<file path="src/rtl/vga_fb_arbiter.sv">
// Framebuffer RAM arbiter: fixed display prefetch slots from the VGA counters,
// a req/ack draw port, and a clear sweep that fills the remaining free slots.
module vga_fb_arbiter #(
    parameter int                 FB_W        = 160,
    parameter int                 FB_H        = 120,
    parameter int                 COLOR_W     = 12,
    parameter logic [COLOR_W-1:0] CLEAR_COLOR = 12'h000,
    parameter int                 H_VISIBLE   = 640,
    parameter int                 V_VISIBLE   = 480,
    parameter int                 H_TOTAL     = 800,
    parameter int                 V_TOTAL     = 525
) (
    input  logic               clk_25mhz,
    input  logic               reset,
    input  logic [9:0]         h_cnt,
    input  logic [9:0]         v_cnt,
    input  logic               video_on,
    input  logic               wr_req,
    input  logic [7:0]         wr_x,
    input  logic [6:0]         wr_y,
    input  logic [COLOR_W-1:0] wr_data,
    output logic               wr_ack,
    input  logic               clear_req,
    output logic               clear_busy,
    output logic               clear_done,
    output logic [14:0]        mem_addr,
    output logic               mem_we,
    output logic [COLOR_W-1:0] mem_wdata,
    input  logic [COLOR_W-1:0] mem_rdata,
    output logic [COLOR_W-1:0] pixel_rgb
);

    localparam logic [9:0]  H_FETCH_END = 10'(H_VISIBLE - 2);
    localparam logic [9:0]  H_PREFETCH  = 10'(H_TOTAL - 2);
    localparam logic [9:0]  V_VIS       = 10'(V_VISIBLE);
    localparam logic [9:0]  V_LAST      = 10'(V_TOTAL - 1);
    localparam logic [14:0] LAST_ADDR   = 15'(FB_W * FB_H - 1);

    typedef enum logic [0:0] {
        ST_IDLE  = 1'b0,
        ST_CLEAR = 1'b1
    } state_e;

    function automatic logic [14:0] fb_addr(input logic [7:0] x, input logic [7:0] y);
        fb_addr = (15'(y) * 15'(FB_W)) + 15'(x);
    endfunction

    state_e             state_q, state_d;
    logic [14:0]        clr_addr_q, clr_addr_d;
    logic               wr_ack_q, wr_ack_d;
    logic               clr_busy_q, clr_busy_d;
    logic               clr_done_q, clr_done_d;
    logic [COLOR_W-1:0] pix_q, pix_d;

    logic [9:0]         v_next_s;
    logic               fetch_vis_s;
    logic               fetch_pre_s;
    logic               display_s;
    logic [14:0]        disp_addr_s;
    logic               in_range_s;
    logic               mem_we_s;
    logic [14:0]        mem_addr_s;
    logic [COLOR_W-1:0] mem_wdata_s;

    // Display slot decode: one fetch per 4-pixel column (one column ahead) plus the next line's first column at h=798.
    always_comb begin
        v_next_s    = v_cnt + 10'd1;
        fetch_vis_s = (h_cnt[1:0] == 2'd2) && (h_cnt < H_FETCH_END) && (v_cnt < V_VIS);
        fetch_pre_s = (h_cnt == H_PREFETCH) && ((v_next_s < V_VIS) || (v_cnt == V_LAST));
        display_s   = fetch_vis_s || fetch_pre_s;
        if (fetch_vis_s) begin
            disp_addr_s = fb_addr(h_cnt[9:2] + 8'd1, v_cnt[9:2]);
        end else if (v_cnt == V_LAST) begin
            disp_addr_s = 15'd0;
        end else begin
            disp_addr_s = fb_addr(8'd0, v_next_s[9:2]);
        end
    end

    assign in_range_s = (wr_x < 8'(FB_W)) && (wr_y < 7'(FB_H));

    // Slot arbitration and next-state logic; display always wins, free slots go to clear or draw.
    always_comb begin
        state_d     = state_q;
        clr_addr_d  = clr_addr_q;
        clr_busy_d  = clr_busy_q;
        clr_done_d  = 1'b0;
        wr_ack_d    = 1'b0;
        mem_we_s    = 1'b0;
        mem_addr_s  = disp_addr_s;
        mem_wdata_s = wr_data;

        if (h_cnt[1:0] == 2'b11) begin
            pix_d = mem_rdata;
        end else begin
            pix_d = pix_q;
        end

        if (display_s) begin
            mem_we_s   = 1'b0;
            mem_addr_s = disp_addr_s;
        end else begin
            case (state_q)
                ST_IDLE: begin
                    // No acceptance during the ack cycle: the requester is still retiring the previous one.
                    if (wr_req && !wr_ack_q) begin
                        wr_ack_d   = 1'b1;
                        mem_addr_s = fb_addr(wr_x, {1'b0, wr_y});
                        mem_we_s   = in_range_s;
                    end else begin
                        mem_we_s = 1'b0;
                    end
                end
                ST_CLEAR: begin
                    mem_we_s    = 1'b1;
                    mem_addr_s  = clr_addr_q;
                    mem_wdata_s = CLEAR_COLOR;
                    if (clr_addr_q == LAST_ADDR) begin
                        state_d    = ST_IDLE;
                        clr_busy_d = 1'b0;
                        clr_done_d = 1'b1;
                    end else begin
                        clr_addr_d = clr_addr_q + 15'd1;
                    end
                end
                default: begin
                    state_d  = ST_IDLE;
                    mem_we_s = 1'b0;
                end
            endcase
        end

        if ((state_q == ST_IDLE) && clear_req) begin
            state_d    = ST_CLEAR;
            clr_addr_d = 15'd0;
            clr_busy_d = 1'b1;
        end else begin
            state_d = state_d;
        end

        if (reset) begin
            mem_we_s = 1'b0;
        end else begin
            mem_we_s = mem_we_s;
        end
    end

    // State and output registers with synchronous reset.
    always_ff @(posedge clk_25mhz) begin
        if (reset) begin
            state_q    <= ST_IDLE;
            clr_addr_q <= 15'd0;
            wr_ack_q   <= 1'b0;
            clr_busy_q <= 1'b0;
            clr_done_q <= 1'b0;
            pix_q      <= {COLOR_W{1'b0}};
        end else begin
            state_q    <= state_d;
            clr_addr_q <= clr_addr_d;
            wr_ack_q   <= wr_ack_d;
            clr_busy_q <= clr_busy_d;
            clr_done_q <= clr_done_d;
            pix_q      <= pix_d;
        end
    end

    assign wr_ack     = wr_ack_q;
    assign clear_busy = clr_busy_q;
    assign clear_done = clr_done_q;
    assign mem_addr   = mem_addr_s;
    assign mem_we     = mem_we_s;
    assign mem_wdata  = mem_wdata_s;
    assign pixel_rgb  = video_on ? pix_q : {COLOR_W{1'b0}};

endmodule

</file>
<file path="config.mk">
export PLATFORM = sky130hd
export DESIGN_NAME = vga_fb_arbiter
export DESIGN_NICKNAME = d
export VERILOG_FILES = /design/src/rtl/vga_fb_arbiter.sv
export SDC_FILE = /design/constraint.sdc
export NUM_CORES = 1
export LEC_CHECK = 0
export CORE_UTILIZATION = 46
export DETAILED_ROUTE_END_ITERATION = 6
export GPL_TIMING_DRIVEN = 0
export PLACE_DENSITY = 0.79
export SETUP_SLACK_MARGIN = 0.05
export SLEW_MARGIN = 20
export SYNTH_ARGS = -nofsm -noshare
export SYNTH_HDL_FRONTEND = slang
export SYNTH_SLANG_ARGS = --single-unit
</file>
<file path="constraint.sdc">
create_clock -name clk_25mhz -period 3.3 [get_ports clk_25mhz]
set_input_delay 0.33 -clock clk_25mhz [delete_from_list [all_inputs] [get_ports clk_25mhz]]
set_output_delay 0.33 -clock clk_25mhz [all_outputs]
set_load 0.02 [all_outputs]
</file>
==> summary.txt <==
Timing
  – Relative slew slack: 64.2%
  – Tcrit/Tclk final: 102%
  – Fin. max-slew vios: 0
  – Final critical-path setup slack: -60.4 ps
  – RSZ-0062 raised after global routing: yes
  – Fin. Hold Viols: 0
  – Setup_tns: -64.6 ps
  – Hold_ws: 450 ps
  – Max frequency: 0.298 GHz
  – Setup Viol. Count Final: 2
  – Skew final: 3.13 ps
  – Worst-margin pin slew: 537 ps
  – Post-layout minimum cycle time: 3360 ps

Critical path
  – Cells along the critical path: buf_8 -> and4_4 -> nand2_4 -> xnor2_4 -> ha_1 -> ha_2 -> inv_2 -> fa_2 -> nor2b_4 -> nor3_2 -> o21bai_1 -> a21oi_2 -> xor2_2 -> a22oi_2 -> o221ai_2 -> buf_4
  – Setup crit start kind: input pin
  – Crit-path max FO: 4
  – CP max stage delay: 400 ps
  – Critical path arrival: 3030 ps
  – Nature of the critical path endpoint: primary output
  – Worst path slowest cell: fa_2
  – Req. time, crit path: 2970 ps
  – CP Class: input pin to primary output
  – CP top delay family: adder cells
  – Crit path buffers/inverters: 3

Clock network
  – Clock Tree Root: clkbuf_8
  – Max H-tree Level: 2
  – Clock transition at path regs: 60 ps
  – CTS Hold Bufs: 0
  – Number of clock buffers inserted by TritonCTS: 5
  – Skew-Pair Late Insertion Delay: 280 ps
  – CTS tree: built
  – Clk buf depth: 2
  – CTS Sinks: 31

Floorplanning
  – Ports: 107
  – Die Y: 89.8 µm
  – Die ar.: 0.00806 mm²
  – Initial Utilization: 48.1%
  – Row count: 31
  – Die X: 89.8 µm
  – Floorplan core area: 0.00737 mm²

Global route
  – Vias in the first global route: 3783
  – First-pass GRT wire length: 17.9 mm
  – Initial antenna violation count: 0
  – Total grt overflow: 0
  – GRT Overall Usage: 27.2%
  – Largest net degree at the start of global routing: 11

Finish
  – Antenna cells: 0
  – Layout fillers: 557
  – Layout cells sized above 1: 22.0%
  – P&R area growth vs syn: 52.7%
  – Final #Nets: 712
  – Final Util: 73.5%

Yosys
  – Cell taking the most area after synthesis: dfxtp_1
  – Post-synthesis cell count: 463
  – Unique masters post-synth: 55
  – EDFF count, synth: 0
  – Ys async rst share: 0%
  – Syn avg cell area: 7.66 µm²
  – Synthesized area: 0.00355 mm²
  – Ranking of synthesized cells by area: dfxtp_1 18%, ha_1 14%, xnor2_1 6.9%
  – Top cell type's share of synthesized area: 17.5%
  – Synth Flop Type: dfxtp_1
  – Syn_nets: 571
  – Synthesized flop and latch total: 31
  – Register area share after synthesis: 17.5%
  – Synth warn: 0

Place
  – Port Buffers: 105
  – DP HPWL: 8.28 mm
  – RD Place Congestion: 0.892

Run status
  – Status: finished with violations
  – Violated checks: setup timing

Routing
  – WL final: 11.7 mm
  – First drt pass iteration count: 6
  – Wl on met1: 5.04 mm
  – WL met3: 615 µm
  – Vias per cell: 5.69
  – DRT antenna net count: 0
  – Vias after detailed routing: 4003
  – First DRT Iteration DRCs: 221
  – DR DRC count: 0
  – WL met2: 5.76 mm
  – DR top layer: met4
  – Post-DR wirelength/cell: 16.6 µm

Pwr
  – Overall power: 0.00156 W
  – Leak: 2.29 nW
  – Maximum vdd ir drop: 0.194 mV
  – PwrDens: 288 mW/mm²

Run
  – Max Cap Viol: 0

Worst hold path
  – Worst Hold Class: register to register
==> cell usage after synthesis (5+ instances only) <==
library cell / count
nor2b_1: 10
nand2b_1: 5
xnor2_1: 28
o21ai_1: 8
ha_1: 39
o21ai_0: 10
nor3_1: 14
nand3_1: 13
buf_6: 5
nand2_1: 49
dfxtp_1: 31
and3_1: 7
nand4_1: 13
clkbuf_1: 11
a21o_1: 6
inv_1: 23
fa_1: 5
a21oi_1: 24
a22oi_1: 12
xor2_1: 25
and2_1: 28
nor2_1: 36
==> path summary, 6_finish.rpt <==
| check | from | endpoint | slack, ps | cells past startpoint |
|---|---|---|---|---|
| max | v_cnt[1] | mem_addr[14] | -60 | 16 |
| min | pix_q[8]$_SDFFE_PP0N_ | pix_q[8]$_SDFFE_PP0N_ | 450 | 2 |
| max reg2reg | clr_addr_q[0]$_SDFFE_PP0P_ | clr_addr_q[13]$_SDFFE_PP0P_ | 1140 | 9 |
| min reg2reg | pix_q[8]$_SDFFE_PP0N_ | pix_q[8]$_SDFFE_PP0N_ | 450 | 2 |
==> final cells by class <==
type | count | area, µm² | share of cell area, %
Buffer | 18 | 128 | 2.36
Clock buffer | 6 | 82.6 | 1.52
Clock inverter | 1 | 5.00 | 0.0924
Inverter | 23 | 88.8 | 1.64
Multi-Input combinational cell | 390 | 3130 | 57.8
Sequential cell | 31 | 621 | 11.5
Tap cell | 99 | 124 | 2.29
Timing Repair Buffer | 135 | 1240 | 22.9
==> tightest hold or removal path, cell delays in order, from the launching register on <==
cell,delay (ps)
dfxtp_1,300
nand2_1,50
a21oi_1,50
==> repair_timing <==
action	CTS	global route
setup endpoints to repair	28	27
setup buffers	18	11
pin swaps	35	34
gates resized for setup	145	65
hold endpoints to repair	0	0
cloned	0	1
==> power breakdown <==
| part | internal [W] | total [W] | switching (W) | leakage [nW] |
|---|---|---|---|---|
| clock | 0.000163 | 0.000304 | 0.000141 | 0.0470 |
| combinational | 0.000411 | 0.000866 | 0.000454 | 1.99 |
| sequential | 0.000385 | 0.000391 | 0.00000618 | 0.252 |
==> sequential cells by signal, indices dropped and copies added (netlist names) <==
| signal | count |
|---|---|
| clear_done | 1 |
| pix_q | 12 |
| state_q | 1 |
| wr_ack | 1 |
| clear_busy | 1 |
| clr_addr_q | 15 |
==> kinds of logic after synthesis <==
family | Yosys count | synth area share (%)
AND/OR/NAND/NOR | 199 | 29.1
AO/OA/AOI/OAI | 94 | 18.1
XOR/XNOR | 53 | 13.1
adder cells (fa/ha/maj) | 44 | 16.6
buffers and inverters | 42 | 5.61
flip-flops | 31 | 17.5
==> stage by stage <==
stage	instance area [µm²]	std cells	setup slack, ps
floorplan	3550	463	60.1
global placement	4730	667	-1450
detailed placement	4730	667	-1490
CTS	5160	691	2.51
global route	5420	703	-140
finish	5420	703	-60.4
==> metal layers <==
layer / global-route usage, % / up-vias
met4: 8.47 / 0
met2: 46.8 / 168
met3: 4.57 / 28
met1: 34.5 / 1884
met5: 0 / -
li1: - / 1923
==> cell usage in the layout (no fill, tap or decap), drive strengths merged, types with 14 or more instances in the layout <==
cell type | Yosys | final
dfxtp | 31 | 31
ha | 39 | 39
nand2 | 49 | 49
clkbuf | 11 | 25
clkdlybuf4s50 | 0 | 58
xor2 | 25 | 25
dlygate4sd2 | 0 | 21
buf | 8 | 47
and2 | 29 | 29
xnor2 | 28 | 28
nor2 | 37 | 37
o21ai | 18 | 18
a21oi | 24 | 24
inv | 23 | 23
nor3 | 14 | 14
Note: power is estimated with default switching activity, not from simulation.
